$ cat src/rtl/sync_fifo_pop.sv
// rtl/sync_fifo_pop.sv - pop-side skid buffer turning a sync_fifo read port into a valid/ready stream
// Optional SYNC_FIFO_POP_STAT_EN adds stat_beats/stat_stall counters.
module sync_fifo_pop #(
    parameter int FIFO_W = 32,
    parameter int RD_DLY = 0,
    parameter int BUF_D  = RD_DLY + 2
) (
    input  logic                         clk,
    input  logic                         rst,
    input  logic                         fsh,
    output logic                         fifo_re,
    input  logic [FIFO_W-1:0]            fifo_rd,
    input  logic                         fifo_empt,
    output logic                         fifo_fsh,
    output logic                         m_vld,
    output logic [FIFO_W-1:0]            m_dat,
    input  logic                         m_rdy,
`ifdef SYNC_FIFO_POP_STAT_EN
    output logic [31:0]                  stat_beats,
    output logic [31:0]                  stat_stall,
`endif
    output logic [$clog2(BUF_D+1)-1:0]   buf_len
);

    localparam int LW = $clog2(BUF_D + 1);
    localparam int PW = (BUF_D > 1) ? $clog2(BUF_D) : 1;

    logic [FIFO_W-1:0] mem [BUF_D];
    logic [PW-1:0]     wr_ptr;
    logic [PW-1:0]     rd_ptr;
    logic [PW-1:0]     rd_ptr_nxt;
    logic              infl;
    logic              cap;
    logic              drn;
    logic [LW:0]       credit;
    logic [LW-1:0]     len_nxt;
    logic [FIFO_W-1:0] head_nxt;

    function automatic logic [PW-1:0] ptr_inc(input logic [PW-1:0] p);
        return (p == PW'(BUF_D - 1)) ? '0 : p + PW'(1);
    endfunction

    assign fifo_fsh = fsh;
    // Credit counts pops still in flight so the buffer can never overflow.
    assign credit   = {1'b0, buf_len} + {{LW{1'b0}}, infl};
    assign fifo_re  = ~rst & ~fsh & ~fifo_empt & (credit < (LW+1)'(BUF_D));
    assign cap      = (RD_DLY == 0) ? fifo_re : infl;
    assign drn      = m_vld & m_rdy;

    always_comb begin
        rd_ptr_nxt = drn ? ptr_inc(rd_ptr) : rd_ptr;
        len_nxt    = buf_len;
        if (cap && !drn) begin
            len_nxt = buf_len + LW'(1);
        end else if (!cap && drn) begin
            len_nxt = buf_len - LW'(1);
        end
        // m_dat mirrors the head; a fresh capture becomes head only if nothing older survives.
        head_nxt = m_dat;
        if ((buf_len == '0) || ((buf_len == LW'(1)) && drn)) begin
            if (cap) begin
                head_nxt = fifo_rd;
            end
        end else begin
            head_nxt = mem[rd_ptr_nxt];
        end
    end

    always_ff @(posedge clk) begin
        if (cap && !rst && !fsh) begin
            mem[wr_ptr] <= fifo_rd;
        end
    end

    always_ff @(posedge clk) begin
        if (rst || fsh) begin
            wr_ptr  <= '0;
            rd_ptr  <= '0;
            buf_len <= '0;
            infl    <= 1'b0;
            m_vld   <= 1'b0;
            if (rst) begin
                m_dat <= '0;
            end
        end else begin
            infl    <= (RD_DLY != 0) && fifo_re;
            if (cap) begin
                wr_ptr <= ptr_inc(wr_ptr);
            end
            rd_ptr  <= rd_ptr_nxt;
            buf_len <= len_nxt;
            m_vld   <= (len_nxt != '0);
            m_dat   <= head_nxt;
        end
    end

`ifdef SYNC_FIFO_POP_STAT_EN
    always_ff @(posedge clk) begin
        if (rst || fsh) begin
            stat_beats <= '0;
            stat_stall <= '0;
        end else begin
            stat_beats <= stat_beats + 32'(drn);
            stat_stall <= stat_stall + 32'(m_vld & ~m_rdy);
        end
    end
`endif

endmodule

$ cat config.mk
export PLATFORM = sky130hd
export DESIGN_NAME = sync_fifo_pop
export DESIGN_NICKNAME = d
export VERILOG_FILES = /design/src/rtl/sync_fifo_pop.sv
export SDC_FILE = /design/constraint.sdc
export NUM_CORES = 1
export LEC_CHECK = 0
export BUFFER_PORTS_ARGS = -buffer_cell sky130_fd_sc_hd__clkbuf_2
export CAP_MARGIN = 20
export CORE_MARGIN = 5
export CORE_UTILIZATION = 57
export CTS_BUF_LIST = sky130_fd_sc_hd__clkbuf_4
export CTS_CLUSTER_SIZE = 30
export DETAILED_ROUTE_END_ITERATION = 6
export HOLD_SLACK_MARGIN = 0.05
export PLACE_DENSITY = 0.84
export SYNTH_ARGS = -nofsm -noshare
export SYNTH_HDL_FRONTEND = slang
export SYNTH_SLANG_ARGS = --single-unit
$ cat constraint.sdc
create_clock -name clk -period 6 [get_ports clk]
set_clock_uncertainty 0.2 [all_clocks]
set_input_delay 1.2 -clock clk [delete_from_list [all_inputs] [get_ports clk]]
set_output_delay 1.2 -clock clk [all_outputs]
set_load 0.1 [all_outputs]
# Word-level counts from Yosys, hierarchy flattened
# Memory sizes are Yosys's and may differ from the RTL's.
# Cells that the tools add are included.
# word_totals
reg_bits	37
ram_bits	64
input_bits	37
out_inout_bits	37
word_cells	46
memories	1
# op_classes
add_sub_neg	4
n_lt_le_gt_ge	1
n_eq_ne	3
mux	11
bitwise_logic	7
reduce_logical	14
# mem_list
memory	depth	word_bits	rd	rd_ports_with_merged_regs	wr	line	text
mem	2	32	1	0	1	28	logic [FIFO_W-1:0] mem [BUF_D];
# op_table
cell	n
two-way mux 32 bit	4
logical AND 1 bit	5
two-way mux 1 bit	5
bitwise AND 1 bit	4
zero test 1 bit	4
two-way mux 2 bit	2
!= test 3 x 2 -> 1 bit (second input constant)	1
NOT 1 bit	3
adder 1 bit (second input constant)	2
adder 2 x 1 -> 2 bit (second input constant)	1
equality test 2 x 1 -> 1 bit (second input constant)	1
zero test 2 bit	1
logical OR 1 bit	2
< comparator 2 bit (second input constant)	1
!= test 2 bit (second input constant)	1
AND reduction 2 bit	1
nonzero test 2 bit	1
subtractor 2 x 1 -> 2 bit (second input constant)	1

# Longest topological paths before layout
# depth
depth_word	9
ltp_mapped	7
ltp_nobuf	5

# Least setup slack after synthesis
# No wires, ideal clock.
# synth_path
kind	input-to-reg
startpoint	in rst
endpoint	mem mem[0][0], enable pin
setup_ns	0.505
arrival_ns	4.696
t_required_ns	5.295
slack_ns	0.599
cell_stages	3
path_buffers	1
cell_sequence	or2_2 -> clkbuf_1 -> nor4_1
# synth_between
elab_chain_cells	8
elab_cells_between_ends	9
cone_classes	2 x mux; 4 x bitwise; 3 x reduce/logical
# synth_rtl
item	line	text
start: declaration	9	input logic rst,
NOT 1 bit	46	assign fifo_re = ~rst & ~fsh & ~fifo_empt & (credit < (LW+1)'(BUF_D));
bitwise AND 1 bit (3 in series)	46	
logical AND 1 bit (*) (2 in series)	70	if (cap && !rst && !fsh) begin
two-way mux 1 bit (*)	70	
two-way mux 1 bit (implied by the code) (*)	71	mem[wr_ptr] <= fifo_rd;
end: declaration	28	
# Mark *: on every way between the ends. The rest lies on a longest branch, timed or not.

# Worst setup path after layout
# layout_path
startpoint	in fsh
endpoint	out fifo_re
# layout_between
elab_chain_cells	4
# layout_rtl
item	line	text
start: declaration	10	input logic fsh,
NOT 1 bit	46	
bitwise AND 1 bit (3 in series)	46	
end: declaration	11	output logic fifo_re,
# Every way passes these cells.

==> results.cfg <==
[run_status]
status = finished clean

[critical_path]
worst-path-max-fanout = 6
critPathKind = input pin to output pin
critPathArrivalTime_ns = 2.30
path_cells = clkbuf_2 -> or2_2 -> nor3_1 -> clkbuf_2
critPathLaunchType = input pin
rr_worst_depth = 5
r2r_slack_ns = 3.53
reg2reg_from = buf_len[1]
cp_num_buf_inv = 2
required_ns = 4.60
end_kind = output pin
slowest_stage = clkbuf_2
cpMostUsedCell = clkbuf_2
r2r_end = m_dat[18]
critical-path-top-delay-family = buffers and inverters
critPathMaxStageDelay_ns = 0.48

[global_route]
grt_pass1_vias = 2628
antenna_found_initial = 0
grt_overflow_total = 0
grt_usage_pct = 19.34
grt_first_pass_wirelength_um = 12930
grt_start_max_net_pins = 65

[routing]
drt_first_pass_iters = 4
drt_iter0_markers = 235
ant_nets = 0
vias = 2690
drc_errors = 0
finalWirelength_um = 8428
via_per_inst = 5.965
wl_per_cell_um = 18.69

[clock_tree]
cts_resized = 0
cts_max_level = 3
hold_buffers = 0
post_cts_buffers = 0
cts_buffers = 9
clk_pin_slew_ns = 0.14
cts_tree = yes
cts_buffer_depth = 2
cts.sinks = 101
cts-root-buf = clkbuf_4
insertion_delay_ns = 0.43

[die]
core_area_um2 = 6832
boundaryPins = 74
core.rowCount = 30
chipHeight_um = 94.11
dieArea_um2 = 8857
die_x_um = 94.11
start_util_pct = 59.03

[placement]
place_area_um2 = 4448
dp_cells = 434
portBuffers = 73
place_congestion = 0.7588
hpwl_um = 4842

[yosys]
synth-compound-area-share_pct = 14.61
muxShareOfSynthArea_pct = 0
synth.distinct_cells = 33
syn_area_per_cell_um2 = 14.15
ys_warn_count = 0
ys_ff_latch = 101
netlist_instances = 285
synth_seq_area_share_pct = 73.97
synth-simple-area-share_pct = 6.112
synth_top_family_by_area = compound AO/OA/AOI/OAI gates
synthAdderAreaFrac_pct = 0.6205
synth_fp_nets = 324
synth-xor-area-share_pct = 0.9929
syn_area_um2 = 4033

[timing]
whs_ns = 0.3807
hold_violations = 0
tns_ns = 0
setup_viol = 0
max_freq_mhz = 269.9
finalMaxSlewViolations = 0
rsz0062_at_grt = no
min_period_over_period_pct = 61.74
worst_pin_slew_ns = 1.093
period_needed_ns = 3.705
maxSlewHeadroom_pct = 27.12

[final_layout]
drive_gt1_share_pct = 29.01
antenna_cells = 0
final_design_area_no_fill_um2 = 4638
fin_nets = 389
fin_cells = 451
area_delta_synth_final_pct = 15.02
fillers = 508

[power_and_ir_drop]
power_density_nw_per_um2 = 320.4
peakVddDrop_uv = 148.0
total_power_mw = 1.486
leakagePower_nw = 1.708

[hold_path]
hold_depth = 2
worstHoldEndpoint = wr_ptr
worstHoldStart = wr_ptr
hp-class = flop to flop

[run]
maxCapViolCount = 0
==> synth_stat cells, drive strengths merged <==
| master | count | area (um2) |
|---|---|---|
| o2111a | 1 | 11.26 |
| nand3 | 33 | 165.2 |
| and3 | 1 | 6.260 |
| buf | 20 | 122.6 |
| and2 | 1 | 6.260 |
| a221oi | 1 | 8.760 |
| a21oi | 1 | 5.000 |
| o22ai | 1 | 6.260 |
| nor3 | 1 | 5.000 |
| edfxtp | 96 | 2883 |
| xnor3 | 1 | 22.52 |
| a31oi | 33 | 212.7 |
| nor2 | 6 | 25.03 |
| ha | 2 | 25.02 |
| o21bai | 1 | 7.510 |
| inv | 2 | 7.510 |
| dfxtp | 5 | 100.1 |
| or3 | 1 | 6.260 |
| a21boi | 1 | 7.510 |
| nand3b | 1 | 7.510 |
| or2 | 1 | 6.260 |
| and3b | 1 | 8.760 |
| o21ai | 64 | 320.3 |
| clkbuf | 5 | 18.77 |
| xnor2 | 1 | 8.760 |
| xor2 | 1 | 8.760 |
| a21bo | 1 | 10.01 |
| nand2 | 1 | 3.750 |
| nor4 | 1 | 6.260 |
==> sequential cells by signal (all words and copies together) (netlist names) <==
name,flops
wr_ptr,1
buf_len,2
mem,64
m_dat,32
rd_ptr,1
m_vld,1
==> layer usage <==
layer / GRT usage (%) / vias to the layer above / wire length [um]
met1: 24.04 / 1295 / 3298
met2: 33.12 / 135 / 4440
met3: 4.006 / 9 / 582
met5: 0 / - / 0
li1: - / 1251 / -
met4: 7.581 / 0 / 107
==> worst register-to-register path: stages (launching register included) <==
cell	delay (ns)
dfxtp_1	0.49
inv_1	0.12
ha_1	0.23
a31oi_4	0.19
nor2_1	0.08
o21bai_4	0.78
==> through the flow <==
step,utilization [%],setup WS (ns)
6_report,67.89,2.295
5_1_grt,67.89,2.258
4_1_cts,67.49,2.293
3_5_place_dp,65.11,2.296
3_3_place_gp,65.11,2.292
2_1_floorplan,-,0.5993
==> layout by cell type (no fill, tap or decap), types with 4 or more instances in the layout <==
cell / synthesis / final
a31oi_1: 32 / 32
buf_4: 9 / 5
clkbuf_2: 0 / 73
clkbuf_4: 0 / 10
dfxtp_1: 5 / 5
edfxtp_1: 96 / 96
nand3_1: 33 / 33
nor2_1: 5 / 4
o21ai_0: 60 / 60
o21ai_1: 4 / 4
==> how the worst max path moves through the flow <==
stage | start | end | slack [ns] | cells after the start
4_1_cts | fsh | fifo_re | 2.29 | 4
2_1_floorplan | rst | mem[0][0] | 0.60 | 3
6_report | fsh | fifo_re | 2.30 | 4
3_3_place_gp | fsh | fifo_re | 2.29 | 4
3_5_place_dp | fsh | fifo_re | 2.30 | 4
5_1_grt | fsh | fifo_re | 2.26 | 4
==> cell type report <==
type	count	area [um2]	area share, %
flip-flops and latches	101	2983	64.31
multi-input cells	157	934.6	20.15
repair buffers	79	430.4	9.280
well taps	96	120.1	2.590
clock inverters	6	87.58	1.888
clock buffers	10	75.07	1.619
inverters	2	7.507	0.1619
==> report_power, final <==
| group | total, mW | switching (mW) | internal [mW] |
|---|---|---|---|
| Combinational | 0.281 | 0.236 | 0.0449 |
| Clock | 0.387 | 0.213 | 0.174 |
| Sequential | 0.818 | 0.0110 | 0.807 |
==> cells by family (layout without fill, tap and decap cells) <==
| kind of cell | count (synthesis) | count (layout) |
|---|---|---|
| and+or+nand+nor | 48 | 48 |
| AOI/OAI and AO/OA | 104 | 104 |
| buffers and inverters | 27 | 97 |
| DFF | 101 | 101 |
| adders and majority gates | 2 | 2 |
| xor gates and xnor gates | 3 | 3 |
No activity file was read; power rests on OpenSTA's default activity.
